$ cat src/rtl/wum_scan_ctrl.sv
// rtl/wum_scan_ctrl.sv - Wu-Manber style block scan controller.
// Steps a window position through a data block, either skipping by the SHIFT table or running a key compare.
module wum_scan_ctrl #(
  parameter int NOS_STGS      = 4,
  parameter int NOS_KEY       = 2,
  parameter int SFT_DEL_WDH   = 4,
  parameter int SHIFT_WDH     = 4,
  parameter int POS_WDH       = 8,
  parameter int BLK_LEN       = 16,
  parameter int STOP_ON_MATCH = 0
) (
  input  logic                 clk,
  input  logic                 reset,
  input  logic                 datInReady,
  input  logic [SHIFT_WDH-1:0] shift_amt,
  input  logic                 match_hit,
  output logic                 input_ready,
  output logic                 a_ld,
  output logic                 shift_amt_clr,
  output logic                 shift_amt_ld,
  output logic                 compare_enable,
  output logic                 compare_mux,
  output logic                 match_valid,
  output logic [POS_WDH-1:0]   match_pos,
  output logic                 block_done,
  output logic                 busy
);

  typedef enum logic [2:0] {
    S_IDLE, S_LOAD, S_DEMUX, S_SHIFT, S_SDLD, S_EVAL, S_COMPARE, S_DONE
  } state_t;

  localparam int DW = SFT_DEL_WDH + 1;
  localparam int PW = POS_WDH + 1;
  localparam logic [DW-1:0] D_EN_LAST   = DW'(NOS_STGS);
  localparam logic [DW-1:0] D_MUX_FIRST = DW'(NOS_STGS + 1);
  localparam logic [DW-1:0] D_MUX_LAST  = DW'(NOS_STGS + NOS_KEY);
  localparam logic [DW-1:0] D_LAST      = DW'(NOS_STGS + NOS_KEY + 1);
  localparam logic [PW-1:0] BLK_END     = PW'(BLK_LEN);

  state_t             state_q, state_d;
  logic [DW-1:0]      d_q, d_d;
  logic [POS_WDH-1:0] pos_q, pos_d;
  logic               hit_seen_q, hit_seen_d;
  logic               match_valid_q, match_valid_d;
  logic [POS_WDH-1:0] match_pos_q, match_pos_d;

  logic               in_cmp;
  logic               cmp_mux_w;
  logic [PW-1:0]      npos_shift;
  logic [PW-1:0]      npos_inc;

  // Next positions carry one extra bit so a jump past the block end is never wrapped.
  assign npos_shift = {1'b0, pos_q} + PW'(shift_amt);
  assign npos_inc   = {1'b0, pos_q} + PW'(1);

  assign in_cmp    = (state_q == S_COMPARE);
  assign cmp_mux_w = in_cmp && (d_q >= D_MUX_FIRST) && (d_q <= D_MUX_LAST);

  assign input_ready    = (state_q == S_DEMUX);
  assign a_ld           = (state_q == S_SDLD);
  assign shift_amt_clr  = (state_q == S_IDLE) || (state_q == S_SHIFT);
  assign shift_amt_ld   = in_cmp && (d_q == D_LAST);
  assign compare_enable = in_cmp && (d_q <= D_EN_LAST);
  assign compare_mux    = cmp_mux_w;
  assign block_done     = (state_q == S_DONE);
  assign busy           = (state_q != S_IDLE);
  assign match_valid    = match_valid_q;
  assign match_pos      = match_pos_q;

  always_comb begin
    state_d       = state_q;
    d_d           = '0;
    pos_d         = pos_q;
    hit_seen_d    = hit_seen_q;
    match_valid_d = 1'b0;
    match_pos_d   = match_pos_q;
    case (state_q)
      S_IDLE: begin
        if (datInReady) state_d = S_LOAD;
      end
      S_LOAD: begin
        pos_d   = '0;
        state_d = S_DEMUX;
      end
      S_DEMUX: state_d = S_SHIFT;
      S_SHIFT: state_d = S_SDLD;
      S_SDLD:  state_d = S_EVAL;
      S_EVAL: begin
        if (shift_amt != '0) begin
          pos_d   = npos_shift[POS_WDH-1:0];
          state_d = (npos_shift >= BLK_END) ? S_DONE : S_SHIFT;
        end else begin
          hit_seen_d = 1'b0;
          state_d    = S_COMPARE;
        end
      end
      S_COMPARE: begin
        // Only the first qualified hit of a window is reported.
        if (cmp_mux_w && match_hit && !hit_seen_q) begin
          hit_seen_d    = 1'b1;
          match_valid_d = 1'b1;
          match_pos_d   = pos_q;
        end
        if (d_q == D_LAST) begin
          if ((STOP_ON_MATCH != 0) && hit_seen_q) begin
            state_d = S_DONE;
          end else begin
            pos_d   = npos_inc[POS_WDH-1:0];
            state_d = (npos_inc >= BLK_END) ? S_DONE : S_SHIFT;
          end
        end else begin
          d_d = d_q + 1'b1;
        end
      end
      S_DONE:  state_d = S_IDLE;
      default: state_d = S_IDLE;
    endcase
  end

  always_ff @(posedge clk or negedge reset) begin
    if (!reset) begin
      state_q       <= S_IDLE;
      d_q           <= '0;
      pos_q         <= '0;
      hit_seen_q    <= 1'b0;
      match_valid_q <= 1'b0;
      match_pos_q   <= '0;
    end else begin
      state_q       <= state_d;
      d_q           <= d_d;
      pos_q         <= pos_d;
      hit_seen_q    <= hit_seen_d;
      match_valid_q <= match_valid_d;
      match_pos_q   <= match_pos_d;
    end
  end

endmodule

$ cat config.mk
export PLATFORM = sky130hd
export DESIGN_NAME = wum_scan_ctrl
export DESIGN_NICKNAME = d
export VERILOG_FILES = /design/src/rtl/wum_scan_ctrl.sv
export SDC_FILE = /design/constraint.sdc
export NUM_CORES = 1
export LEC_CHECK = 0
export ABC_AREA = 1
export ABC_CLOCK_PERIOD_IN_PS = 2250
export CORE_MARGIN = 8
export CORE_UTILIZATION = 54
export DETAILED_ROUTE_END_ITERATION = 6
export GPL_TIMING_DRIVEN = 0
export MAX_ROUTING_LAYER = met4
export PLACE_DENSITY = 0.9
export SYNTH_ARGS = -nofsm -noshare
export SYNTH_HDL_FRONTEND = slang
export SYNTH_SLANG_ARGS = --single-unit
$ cat constraint.sdc
create_clock -name clk -period 2.25 [get_ports clk]
set_clock_uncertainty 0.15 [all_clocks]
set_input_delay 0.3375 -clock clk [delete_from_list [all_inputs] [get_ports clk]]
set_output_delay 0.3375 -clock clk [all_outputs]
set_load 0.02 [all_outputs]
# Word-level counts from Yosys, hierarchy flattened
# Index checks and enable logic that the tools add are counted.
op_classes:
  eq_ne: 13
  reduce_logical: 17
  mul: 0
  div: 0
  add_sub_neg: 3
  magnitude_cmp: 5
  muxes: 16
  shifts: 0
  bitwise_logic: 0
op_table:
  columns: ["cell", "count"]
  rows:
  - ["3-bit one-hot mux with 8 select lines", 1]
  - ["8-bit one-hot mux with 3 select lines", 1]
  - ["9-bit by 5-bit greater-or-equal comparator with 1-bit output (second input constant)", 2]
  - ["8-bit two-way mux", 2]
  - ["3-bit two-way mux", 5]
  - ["3-bit equality test (second input constant)", 4]
  - ["5-bit by 3-bit <= comparator with 1-bit output (second input constant)", 2]
  - ["5-bit two-way mux", 2]
  - ["8-bit by 1-bit adder with 9-bit output (second input constant)", 1]
  - ["8-bit by 4-bit adder with 9-bit output", 1]
  - ["3-bit by 2-bit equality test with 1-bit output (second input constant)", 2]
  - ["1-bit logical AND", 6]
  - ["2-bit != test (second input constant)", 3]
  - ["3-bit AND reduction", 2]
  - ["3-bit nonzero test", 2]
  - ["5-bit by 1-bit adder with 5-bit output (second input constant)", 1]
  - ["5-bit by 3-bit equality test with 1-bit output (second input constant)", 1]
  - ["5-bit by 3-bit greater-or-equal comparator with 1-bit output (second input constant)", 1]
  - ["1-bit two-way mux", 4]
  - ["2-bit by 1-bit != test with 1-bit output (second input constant)", 2]
  - ["2-bit AND reduction", 2]
  - ["4-bit nonzero test", 1]
  - ["3-bit by 1-bit equality test with 1-bit output (second input constant)", 1]
  - ["3-bit logical NOT", 1]
  - ["4 further kinds", 4]
word_totals:
  mem_bits_ro: 0
  wordCells: 60
  out_inout_bits: 17
  reg_bits: 26
  in_bits: 8
  ram_bits: 0
  latch_bits: 0
  memories: 0

# Longest topological paths before layout
logic_depth:
  word_depth: 7
  depth_mapped: 12
  depth_no_buf: 12

# Least setup slack after synthesis
# Ideal clock, no wire load.
synth_timing:
  path_kind: "flip-flop to flip-flop"
  start: "register pos_q[0]"
  end: "register state_q[2]"
  path_slack_ns: 0.384
  setup_time_ns: 0.125
  path_buffers: 0
  arrival_ns: 1.591
  period_less_slack_ns: 1.866
  t_required_ns: 1.975
  stages_incl_launch_ff: 12
  cell_sequence: "dfrtp_1 -> ha_1 -> inv_1 -> fa_1 -> inv_1 -> nand3_1 -> nand3_1 -> nand3_1 -> nor2_1 -> nand3_1 -> nand2_1 -> nand3_1"
synth_via:
  elab_chain_cells: 5
  word_cells_on_any_way: 9
  cone_classes: "add/sub: 2; order compare: 2; mux: 5"
synth_rtl:
  columns: ["element", "line_no", "text"]
  rows:
  - ["start, declared", "43", "logic [POS_WDH-1:0] pos_q, pos_d;"]
  - ["start signal, assigned", "132", "pos_q <= pos_d;"]
  - ["8-bit by 1-bit adder with 9-bit output or 8-bit by 4-bit adder with 9-bit output (tied branches)", "55, 54", null]
  - ["9-bit by 5-bit greater-or-equal comparator with 1-bit output (on tied branches)", "110, 92", null]
  - ["3-bit two-way mux (on tied branches)", "110, 92", null]
  - ["3-bit two-way mux (on tied branches)", "105, 90", null]
  - ["3-bit one-hot mux with 8 select lines *", "78", "case (state_q)"]
  - ["end signal, assigned", "130", "state_q <= state_d;"]
  - ["end, declared", "41", "state_t state_q, state_d;"]
# Every way passes the cells marked *; elsewhere a longest branch is shown, timed or not. The select of a mux whose other input is x is not followed.
# A chain may end at the register's enable or synchronous reset.

# Final worst setup path
layout_timing:
  start: "register state_q[0]"
  end: "output shift_amt_ld"
layout_via:
  elab_chain_cells: 2
layout_rtl:
  columns: ["element", "line_no", "text"]
  rows:
  - ["3-bit equality test", "57", "assign in_cmp = (state_q == S_COMPARE);"]
  - ["1-bit logical AND", "63", "assign shift_amt_ld = in_cmp && (d_q == D_LAST);"]
  - ["end, declared", "20", "output logic shift_amt_ld,"]
# Every way passes these cells.

==> impl_metrics.json <==
{
  "clkTransAtPathRegs_ps": 140,
  "ys.flop_type": "dfrtp_1",
  "cts-root-buf": "clkbuf_4",
  "cts_hold_buf": 0,
  "drt-total-wl_um": 4080,
  "synth_top_family_by_area": "simple AND/OR/NAND/NOR gates",
  "crit_type": "flip-flop to output pin",
  "r2r_cells": 11,
  "cap_violations": 0,
  "grt_pass1_wl_um": 6870,
  "diodes": 0,
  "hold_viol": 0,
  "slowest_stage": "dfrtp_2",
  "fill_cells": 282,
  "synthSimpleGateAreaFrac": 0.345,
  "clock_path_buffers": 2,
  "gp_congestion": 0.924,
  "fmax_ghz": 0.463,
  "met2_usage": 0.264,
  "synth_xor_area_frac": 0.0147,
  "cts_made_buffers": 3,
  "drive_gt1_frac": 0.151,
  "final_cell_mix": "nand2_1, inv_1, nor2_1, dfrtp_1, nand3_1",
  "fp.dieH_um": 73.5,
  "async_reset_ff_frac": 1.00,
  "critPathTopFamily": "flip-flops",
  "vdd_ir_drop_max_v": 0.000526,
  "slowest_delay_ps": 490,
  "fin_crit_ps": 2160,
  "synth_edf_count": 0,
  "met3_usage": 0.0150,
  "worstSetupStartpoint": "state_q[0]",
  "yosys_warnings": 0,
  "vias": 1683,
  "clock_sinks": 26,
  "place_hpwl_um": 3210,
  "worst_slew_pin_slew_ps": 1120,
  "relSlewSlack": 0.253,
  "power.total_mw": 2.16,
  "route.detailed.drc": 0,
  "clk_latency_ps": 320,
  "grt_pass1_vias": 1517,
  "syn_to_final_growth_pct": 21.7,
  "pin_count": 25,
  "cts_tree": "done",
  "cp-start-kind": "flip-flop",
  "final_max_slew_viol_count": 0,
  "synthAdderAreaFrac": 0.0744,
  "placementRows": 21,
  "hp-class": "flip-flop to flip-flop",
  "synth_area_mm2": 0.00178,
  "min_to": "match_valid",
  "min_path_cells": 1,
  "die-area_mm2": 0.00540,
  "synth_cell_types": 33,
  "hp-start": "hit_seen_q",
  "yosysTopAreaCellShare": 0.365,
  "core_mm2": 0.00326,
  "status": "finished clean",
  "worst-path-buf-inv": 3,
  "rrSetupSlack_ps": 180,
  "grt.busiest_layer": "met2",
  "cts_max_level": 1,
  "arrival_ps": 1670,
  "synth_cells": 241,
  "syn-num-nets": 259,
  "antenna_found_initial": 0,
  "layout_commonest_cell": "nand2_1",
  "leakagePower_nw": 1.04,
  "finalSetupViolations": 0,
  "yosysSeqAreaShare": 0.365,
  "start_util": 0.547,
  "postRouteAntennaNets": 0,
  "grt_max_degree": 27,
  "gr-total-overflow": 0,
  "rsz0062_at_grt": "yes",
  "met1_usage": 0.201,
  "first_pass_iters": 4,
  "utilization": 0.666,
  "ys_seq_elements": 26,
  "worstSetupEndpointType": "output pin",
  "syn_area_per_cell_um2": 7.40,
  "period_share": 0.960,
  "wire_per_inst_um": 12.8,
  "muxShareOfSynthArea": 0,
  "vias_per_cell": 5.29,
  "grt_util_all_layers": 0.164,
  "p_per_area_mw_per_mm2": 996,
  "r2r-end": "state_q[2]",
  "synth_compound_area_frac": 0.121,
  "final_nets": 291,
  "port_buffers": 24,
  "r2r-start": "pos_q[0]",
  "initialDrtViolationCount": 104,
  "die_x_um": 73.5,
  "yosys-top-cells-area": "dfrtp_1, nand2_1, ha_1",
  "worstPathCellList": "nor3_4 -> buf_6 -> inv_1 -> nor2_1 -> clkbuf_2",
  "worstPathRequired_ps": 1760,
  "yosys.area.top_type": "dfrtp_1",
  "critPathMaxFanout": 10
}
[logic make-up (layout without fill, tap and decap cells)]
| family | after synthesis | after routing |
|---|---|---|
| and+or+nand+nor | 134 | 134 |
| AOI/OAI and AO/OA | 34 | 34 |
| buffers and inverters | 34 | 65 |
| DFF | 26 | 26 |
| adders and majority gates | 10 | 10 |
| xor gates and xnor gates | 3 | 3 |
[worst max path at each step]
stage                    to  slack, ps  cells past startpoint
2_1_floorplan    state_q[2]        380                     11
3_3_place_gp     state_q[2]       -120                     12
3_5_place_dp     state_q[2]       -200                     12
4_1_cts        shift_amt_ld       -160                      5
5_1_grt        shift_amt_ld        -10                      6
6_report       shift_amt_ld         90                      5
[metrics by stage]
stage	instances	setup WS [ps]	setup TNS, ps	instance area (um2)	hold slack (ps)
2_1_floorplan	241	384	0	1780	-108
3_3_place_gp	311	-116	-340	2080	268
3_5_place_dp	311	-195	-665	2080	289
4_1_cts	315	-156	-274	2130	307
5_1_grt	318	-10.5	-10.5	2170	319
6_report	318	91.1	0	2170	301
[Yosys cell counts (2+ instances only)]
cell type,number
dfrtp_1,26
buf_6,2
nand2_1,68
or2_2,2
xnor2_1,2
nor2_1,26
o21ai_1,5
o21ai_2,8
o21ai_0,10
nand2_2,2
ha_1,9
inv_1,27
a21oi_1,7
nor2_2,3
nor3_1,3
inv_2,3
nand3_1,21
nand2_4,2
[state kept, by name, indices dropped and copies added, names as in the netlist]
| register | count |
|---|---|
| state_q | 3 |
| hit_seen_q | 1 |
| d_q | 5 |
| pos_q | 8 |
| match_pos | 8 |
| match_valid | 1 |
[power breakdown]
| group | total [mW] | switching [mW] | internal [mW] |
|---|---|---|---|
| logic | 1.12 | 0.680 | 0.436 |
| clock network | 0.319 | 0.138 | 0.180 |
| registers | 0.726 | 0.159 | 0.567 |
| total | 2.16 | 0.977 | 1.18 |
[routing by layer]
layer,vias up,routed length (um),part of all wire
li1,833,-,-
met5,-,0,0
met2,63,1990,0.49
met1,780,1770,0.43
met3,7,241,0.059
met4,0,77,0.019
[area by class of cell]
| class | instances | area [um2] | share of cell area |
|---|---|---|---|
| clock inverters | 1 | 30.0 | 0.0138 |
| inverters | 31 | 116 | 0.0536 |
| well taps | 46 | 57.6 | 0.0265 |
| plain buffers | 3 | 33.8 | 0.0156 |
| multi-input cells | 181 | 997 | 0.460 |
| clock buffers | 3 | 22.5 | 0.0104 |
| flip-flops and latches | 26 | 654 | 0.302 |
| repair buffers | 27 | 258 | 0.119 |
[what timing repair did]
item	4_1_cts	5_1_grt
setup buffers	0	3
resized for setup	6	12
endpoints found under the setup margin	5	9
(Power assumes the default switching activity.)
